## src/rtl/uart_bus_bridge.sv

```systemverilog
// uart_bus_bridge: memory-mapped UART peripheral on the 8227 CPU bus.
// DATA writes feed a TX FIFO that drains to the board UART. Bytes from the
// board UART fill an RX FIFO that the CPU pops by reading DATA.
// Optional feature macro: UART_BRIDGE_IRQ_EN adds the irq output and the CTRL rxIrqEn bit.
`timescale 1ns/1ps

module uart_bus_bridge #(
  parameter logic [7:0]  BASE_HIGH = 8'hE0,
  parameter int unsigned FIFO_AW   = 2
) (
  input  logic       clk,
  input  logic       nrst,
  input  logic       readNotWrite,
  input  logic [7:0] addressBusHigh,
  input  logic [7:0] addressBusLow,
  input  logic [7:0] writeData,
  output logic [7:0] readData,
  output logic       select,
  output logic [7:0] txdata,
  output logic       txclk,
  input  logic       txready,
  input  logic [7:0] rxdata,
  output logic       rxclk,
  input  logic       rxready
`ifdef UART_BRIDGE_IRQ_EN
  ,
  output logic       irq
`endif
);

  localparam int unsigned DEPTH = 1 << FIFO_AW;
  localparam int unsigned CW    = FIFO_AW + 1;
  localparam logic [CW-1:0] FULL_CNT = CW'(DEPTH);

  typedef enum logic [1:0] {TX_IDLE, TX_STROBE, TX_WAIT} tx_state_t;
  typedef enum logic [1:0] {RX_IDLE, RX_ACK, RX_WAIT} rx_state_t;

  tx_state_t tx_state, tx_next;
  rx_state_t rx_state, rx_next;

  logic [7:0]         tx_mem [DEPTH];
  logic [7:0]         rx_mem [DEPTH];
  logic [FIFO_AW-1:0] tx_wptr, tx_rptr, rx_wptr, rx_rptr;
  logic [CW-1:0]      tx_count, rx_count;
  logic               tx_full, tx_not_empty, rx_full, rx_not_empty;
  logic               tx_push, tx_pop, rx_push, rx_pop;
  logic               tx_ovf_set, rx_ovr_set;
  logic               tx_overflow, rx_overrun;
  logic               bus_rd, bus_wr, status_rd;
  logic [1:0]         reg_sel;
  logic [7:0]         status_val, ctrl_val;

  // Bus decode; the 4-byte window sits at BASE_HIGH:00..03
  assign select    = (addressBusHigh == BASE_HIGH) && (addressBusLow[7:2] == 6'd0);
  assign reg_sel   = addressBusLow[1:0];
  assign bus_rd    = select && readNotWrite;
  assign bus_wr    = select && !readNotWrite;
  assign status_rd = bus_rd && (reg_sel == 2'd1);

  assign tx_full      = (tx_count == FULL_CNT);
  assign tx_not_empty = (tx_count != '0);
  assign rx_full      = (rx_count == FULL_CNT);
  assign rx_not_empty = (rx_count != '0);

  // A push into a full TX FIFO is still accepted when the head leaves the same cycle
  assign tx_push    = bus_wr && (reg_sel == 2'd0) && (!tx_full || tx_pop);
  assign tx_ovf_set = bus_wr && (reg_sel == 2'd0) && tx_full && !tx_pop;
  assign rx_pop     = bus_rd && (reg_sel == 2'd0) && rx_not_empty;

  assign status_val = {4'b0000, rx_overrun, tx_overflow, rx_not_empty, !tx_full};

  // TX FIFO storage (contents are don't-care while the count says empty)
  always_ff @(posedge clk) begin
    if (tx_push) tx_mem[tx_wptr] <= writeData;
  end

  // RX FIFO storage
  always_ff @(posedge clk) begin
    if (rx_push) rx_mem[rx_wptr] <= rxdata;
  end

  // TX FIFO pointers and occupancy
  always_ff @(posedge clk or negedge nrst) begin
    if (!nrst) begin
      tx_wptr  <= '0;
      tx_rptr  <= '0;
      tx_count <= '0;
    end else begin
      if (tx_push) tx_wptr <= tx_wptr + FIFO_AW'(1);
      if (tx_pop)  tx_rptr <= tx_rptr + FIFO_AW'(1);
      if (tx_push && !tx_pop)      tx_count <= tx_count + CW'(1);
      else if (!tx_push && tx_pop) tx_count <= tx_count - CW'(1);
    end
  end

  // RX FIFO pointers and occupancy
  always_ff @(posedge clk or negedge nrst) begin
    if (!nrst) begin
      rx_wptr  <= '0;
      rx_rptr  <= '0;
      rx_count <= '0;
    end else begin
      if (rx_push) rx_wptr <= rx_wptr + FIFO_AW'(1);
      if (rx_pop)  rx_rptr <= rx_rptr + FIFO_AW'(1);
      if (rx_push && !rx_pop)      rx_count <= rx_count + CW'(1);
      else if (!rx_push && rx_pop) rx_count <= rx_count - CW'(1);
    end
  end

  // FSM state registers
  always_ff @(posedge clk or negedge nrst) begin
    if (!nrst) begin
      tx_state <= TX_IDLE;
      rx_state <= RX_IDLE;
    end else begin
      tx_state <= tx_next;
      rx_state <= rx_next;
    end
  end

  // TX next state: offer the head when the UART is ready, pop as the strobe ends
  always_comb begin
    tx_next = tx_state;
    tx_pop  = 1'b0;
    case (tx_state)
      TX_IDLE:   if (tx_not_empty && txready) tx_next = TX_STROBE;
      TX_STROBE: begin
        tx_pop  = 1'b1;
        tx_next = TX_WAIT;
      end
      TX_WAIT:   if (!txready) tx_next = TX_IDLE;
      default:   tx_next = TX_IDLE;
    endcase
  end

  // RX next state: capture on entry to ACK; a full FIFO withholds the ack
  always_comb begin
    rx_next    = rx_state;
    rx_push    = 1'b0;
    rx_ovr_set = 1'b0;
    case (rx_state)
      RX_IDLE: begin
        if (rxready && !rx_full) begin
          rx_push = 1'b1;
          rx_next = RX_ACK;
        end else if (rxready) begin
          rx_ovr_set = 1'b1;
        end
      end
      RX_ACK:  rx_next = RX_WAIT;
      RX_WAIT: if (!rxready) rx_next = RX_IDLE;
      default: rx_next = RX_IDLE;
    endcase
  end

  // UART-side registered outputs; txdata is loaded once per strobe and then held
  always_ff @(posedge clk or negedge nrst) begin
    if (!nrst) begin
      txclk  <= 1'b0;
      rxclk  <= 1'b0;
      txdata <= 8'h00;
    end else begin
      txclk <= (tx_next == TX_STROBE);
      rxclk <= (rx_next == RX_ACK);
      if ((tx_state == TX_IDLE) && (tx_next == TX_STROBE)) txdata <= tx_mem[tx_rptr];
    end
  end

  // Sticky error bits: a STATUS read clears them unless set again the same cycle
  always_ff @(posedge clk or negedge nrst) begin
    if (!nrst) begin
      tx_overflow <= 1'b0;
      rx_overrun  <= 1'b0;
    end else begin
      if (tx_ovf_set)     tx_overflow <= 1'b1;
      else if (status_rd) tx_overflow <= 1'b0;
      if (rx_ovr_set)     rx_overrun  <= 1'b1;
      else if (status_rd) rx_overrun  <= 1'b0;
    end
  end

`ifdef UART_BRIDGE_IRQ_EN
  logic rx_irq_en;

  // CTRL register and registered interrupt request
  always_ff @(posedge clk or negedge nrst) begin
    if (!nrst) begin
      rx_irq_en <= 1'b0;
      irq       <= 1'b0;
    end else begin
      if (bus_wr && (reg_sel == 2'd2)) rx_irq_en <= writeData[0];
      irq <= rx_irq_en && rx_not_empty;
    end
  end

  assign ctrl_val = {7'b0000000, rx_irq_en};
`else
  assign ctrl_val = 8'h00;
`endif

  // Register read mux; zero unless this is a selected read
  always_comb begin
    readData = 8'h00;
    if (bus_rd) begin
      case (reg_sel)
        2'd0:    if (rx_not_empty) readData = rx_mem[rx_rptr];
        2'd1:    readData = status_val;
        2'd2:    readData = ctrl_val;
        default: readData = 8'h00;
      endcase
    end
  end

endmodule

```

## config.mk

```make
export PLATFORM = sky130hd
export DESIGN_NAME = uart_bus_bridge
export DESIGN_NICKNAME = d
export VERILOG_FILES = /design/src/rtl/uart_bus_bridge.sv
export SDC_FILE = /design/constraint.sdc
export NUM_CORES = 1
export LEC_CHECK = 0
export ABC_CLOCK_PERIOD_IN_PS = 2900
export BUFFER_PORTS_ARGS = -buffer_cell sky130_fd_sc_hd__buf_4
export CORE_UTILIZATION = 53
export DETAILED_ROUTE_END_ITERATION = 8
export PLACE_DENSITY_LB_ADDON = 0.08
export SYNTH_ARGS = -nofsm -noshare
export SYNTH_HDL_FRONTEND = slang
export SYNTH_SLANG_ARGS = --single-unit
```

## constraint.sdc

```tcl
create_clock -name clk -period 2.9 [get_ports clk]
set_clock_uncertainty 0.15 [all_clocks]
set_input_delay 0.58 -clock clk [delete_from_list [all_inputs] [get_ports clk]]
set_output_delay 0.58 -clock clk [all_outputs]
set_load 0.01 [all_outputs]
```

==> results.json <==
{
  "run_status": "completed",
  "drt_iter0_drc": 43,
  "max_freq_ghz": 0.3595,
  "grt_pass1_vias": 2055,
  "synth_xor_xnor_area_share_pct": 2.910,
  "ant_nets": 0,
  "setup_violations": 0,
  "synth_mux_area_share_pct": 12.51,
  "cts.clk_slew.worst_paths_ns": 0.09,
  "synth_top_family_by_area": "multiplexers",
  "firstDrtPassIters": 4,
  "synthArstFlopShare_pct": 31.91,
  "synth_seq_cells": 94,
  "gp_congestion": 0.7068,
  "ctsLongestPathBuffers": 2,
  "cp-end-kind": "output pin",
  "worstPathRequired_ns": 2.17,
  "rows": 30,
  "grt_pass1_wl_mm": 10.15,
  "ioPinCount": 56,
  "die_x_um": 87.45,
  "antennaDiodeCount": 0,
  "grt_max_degree": 31,
  "worstPathMaxFanout": 8,
  "p_sw_share_pct": 28.73,
  "finalHoldViolCount": 0,
  "syn_to_final_growth_pct": 19.01,
  "tns_ns": 0,
  "internal_power_mw": 2.466,
  "vdd_drop_max_mv": 0.3846,
  "p_leak_nw": 1.773,
  "drv_slew": 0,
  "yosys_warnings": 0,
  "cts.sinks": 94,
  "period_needed_ns": 2.782,
  "power.clock.fraction_pct": 21.8,
  "clock_tree.root_cell": "clkbuf_8",
  "pwr-share-comb_pct": 23.4,
  "placed_area_mm2": 0.004427,
  "power_density_mw_per_mm2": 751.1,
  "hold_path.class": "in -> async",
  "yosys.area_share.simple_pct": 6.693,
  "initial_utilization_pct": 56.03,
  "synth_ff_type": "edfxtp_1",
  "overflow": 0,
  "drive_above_1_share_pct": 37.59,
  "routed_via_density": 5.225,
  "p_seq_share_pct": 54.8,
  "fin_area_mm2": 0.004606,
  "cts_buffers": 9,
  "synth_cell_types": 38,
  "antenna_found_initial": 0,
  "crit_arrival_ns": 2.05,
  "netSwitchingPower_mw": 0.9937,
  "multi_input_area_mm2": 0.001115,
  "hold_slack_ns": 0.01194,
  "die_area_mm2": 0.007648,
  "power_mw": 3.460,
  "synth_compound_area_share_pct": 2.263,
  "rsz0062_at_grt": "false",
  "slew_headroom_pct": 53.16,
  "fp.coreArea_mm2": 0.006907,
  "h-tree-depth": 3,
  "synth_fa_ha_area_share_pct": 4.268,
  "cp-start-kind": "input pin",
  "synth_area_mm2": 0.003870,
  "crit_type": "in -> out",
  "fin_util_pct": 66.68,
  "wl_per_cell_um": 16.29,
  "synth-edff-count": 64,
  "seqCellArea_mm2": 0.002673,
  "syn_nets": 266,
  "min_period_over_period_pct": 95.92,
  "syn_avg_cell_area_um2": 17.83,
  "port-buffer-count": 55,
  "dpl.hpwl_mm": 4.438,
  "nets": 334,
  "cts_tree": "built",
  "ys_seq_area_share_pct": 69.06,
  "die_y_um": 87.45,
  "drc": 0,
  "wl_mm": 6.288,
  "grt_usage_pct": 18.50,
  "vias": 2017,
  "synth_cells": 217,
  "worst-slew-pin-transition_ns": 0.6996,
  "postCtsSetupRepairBufs": 0,
  "ff2ff_setup_slack_ns": 0.48,
  "cap_violations": 0,
  "worst_skew_pair.late_latency_ns": 0.34,
  "fillers": 508
}
registers in the layout, indices dropped and copies added (netlist names):
signal,count
rx_count,3
rx_mem,32
rx_overrun,1
rx_rptr,2
rx_state,2
rx_wptr,2
rxclk,1
tx_count,3
tx_mem,32
tx_overflow,1
tx_rptr,2
tx_state,2
tx_wptr,2
txclk,1
txdata,8
routing by layer:
| metal | GRT usage (%) | wire length (µm) | vias up | share of wire (%) |
|---|---|---|---|---|
| li1 | - | - | 950 | - |
| met1 | 25.15 | 2850 | 1023 | 45 |
| met2 | 29.19 | 3203 | 38 | 51 |
| met4 | 7.154 | 57 | 0 | 0.91 |
| met3 | 4.360 | 176 | 6 | 2.8 |
| met5 | 0 | 0 | - | 0 |
cell type report:
cell class | count | share of cell area, %
Clock buffer | 9 | 2.689
Clock inverter | 7 | 1.059
Multi-Input combinational cell | 103 | 24.21
Inverter | 14 | 1.141
Timing Repair Buffer | 63 | 10.27
Sequential cell | 94 | 58.03
Tap cell | 96 | 2.608
power by group through the flow:
stage          logic, mW  registers [mW]  clock network (mW)
2_1_floorplan      0.573            1.86                   0
3_3_place_gp       0.800            1.92                   0
3_5_place_dp       0.817            1.93                   0
4_1_cts            0.823            1.90               0.771
5_1_grt            0.909            1.94               0.830
6_report           0.810            1.90               0.754
worst max-delay path, cell delays in order:
cell and delay (ns):
buf_4 0.11, nor4_1 0.27, nand4_1 0.18, or3_1 0.41
buf_4 0.20, o22ai_1 0.15, buf_4 0.15
synthesized netlist by cell type, drive strengths merged (3+ instances only):
| cell | count | share of area [%] |
|---|---|---|
| nand2 | 4 | 0.39 |
| dfrtp | 30 | 19 |
| nor2 | 4 | 0.39 |
| mux2 | 11 | 3.2 |
| a21boi | 3 | 0.68 |
| nor4 | 3 | 0.49 |
| edfxtp | 64 | 50 |
| nor3 | 3 | 0.39 |
| xnor2 | 7 | 1.8 |
| xor2 | 5 | 1.1 |
| and2 | 8 | 1.3 |
| buf | 4 | 0.74 |
| inv | 14 | 1.4 |
| nor2b | 6 | 0.97 |
| ha | 10 | 3.2 |
| o22ai | 3 | 0.65 |
| mux4 | 16 | 9.3 |
repair_timing:
action	CTS	global route
setup endpoints to repair	0	1
gates resized for setup	0	1
hold buffers	0	0
layout by cell type (no fill, tap or decap), types with 2 or more instances in the layout:
| cell | count |
|---|---|
| xor2_1 | 5 |
| clkbuf_8 | 9 |
| ha_1 | 10 |
| clkinv_1 | 2 |
| mux4_2 | 16 |
| a21boi_0 | 2 |
| edfxtp_1 | 64 |
| nand2_1 | 4 |
| nor2_1 | 4 |
| buf_4 | 63 |
| nand3b_1 | 2 |
| dfrtp_1 | 30 |
| nor3_1 | 3 |
| clkinvlp_4 | 2 |
| o21ai_0 | 2 |
| inv_1 | 14 |
| nor2b_1 | 6 |
| clkinv_4 | 2 |
| and2_1 | 8 |
| fa_1 | 2 |
| nand3_1 | 2 |
| xnor2_1 | 6 |
| mux2_2 | 11 |
| nor4_1 | 2 |
| nor3b_1 | 2 |
| o22ai_1 | 2 |
stage by stage:
step	setup WS (ns)	std cells
2_1_floorplan	0.2030	217
3_3_place_gp	0.1615	370
3_5_place_dp	0.06036	370
4_1_cts	0.07738	386
5_1_grt	0.004431	386
6_report	0.1182	386
worst paths after layout:
check	startpoint	endpoint	cells past startpoint
max	addressBusLow[2]	readData[2]	7
min	nrst	txdata[0]$_DFFE_PN0P_	1
max reg2reg	rx_state[1]$_DFF_PN0_	rx_count[2]$_DFFE_PN0P_	8
min reg2reg	rx_state[1]$_DFF_PN0_	rx_state[1]$_DFF_PN0_	1
max in group asynchronous	nrst	tx_count[1]$_DFFE_PN0P_	1
min in group clk	rxdata[3]	rx_mem[0][3]$_DFFE_PP_	1
cell families (layout without fill, tap and decap cells):
logic type | Yosys count | after routing
AOI/OAI and AO/OA | 11 | 11
xor gates and xnor gates | 12 | 12
adders and majority gates | 12 | 12
buffers and inverters | 20 | 93
DFF | 94 | 94
muxes | 27 | 27
and+or+nand+nor | 41 | 41
No activity file was read; power rests on OpenSTA's default activity.
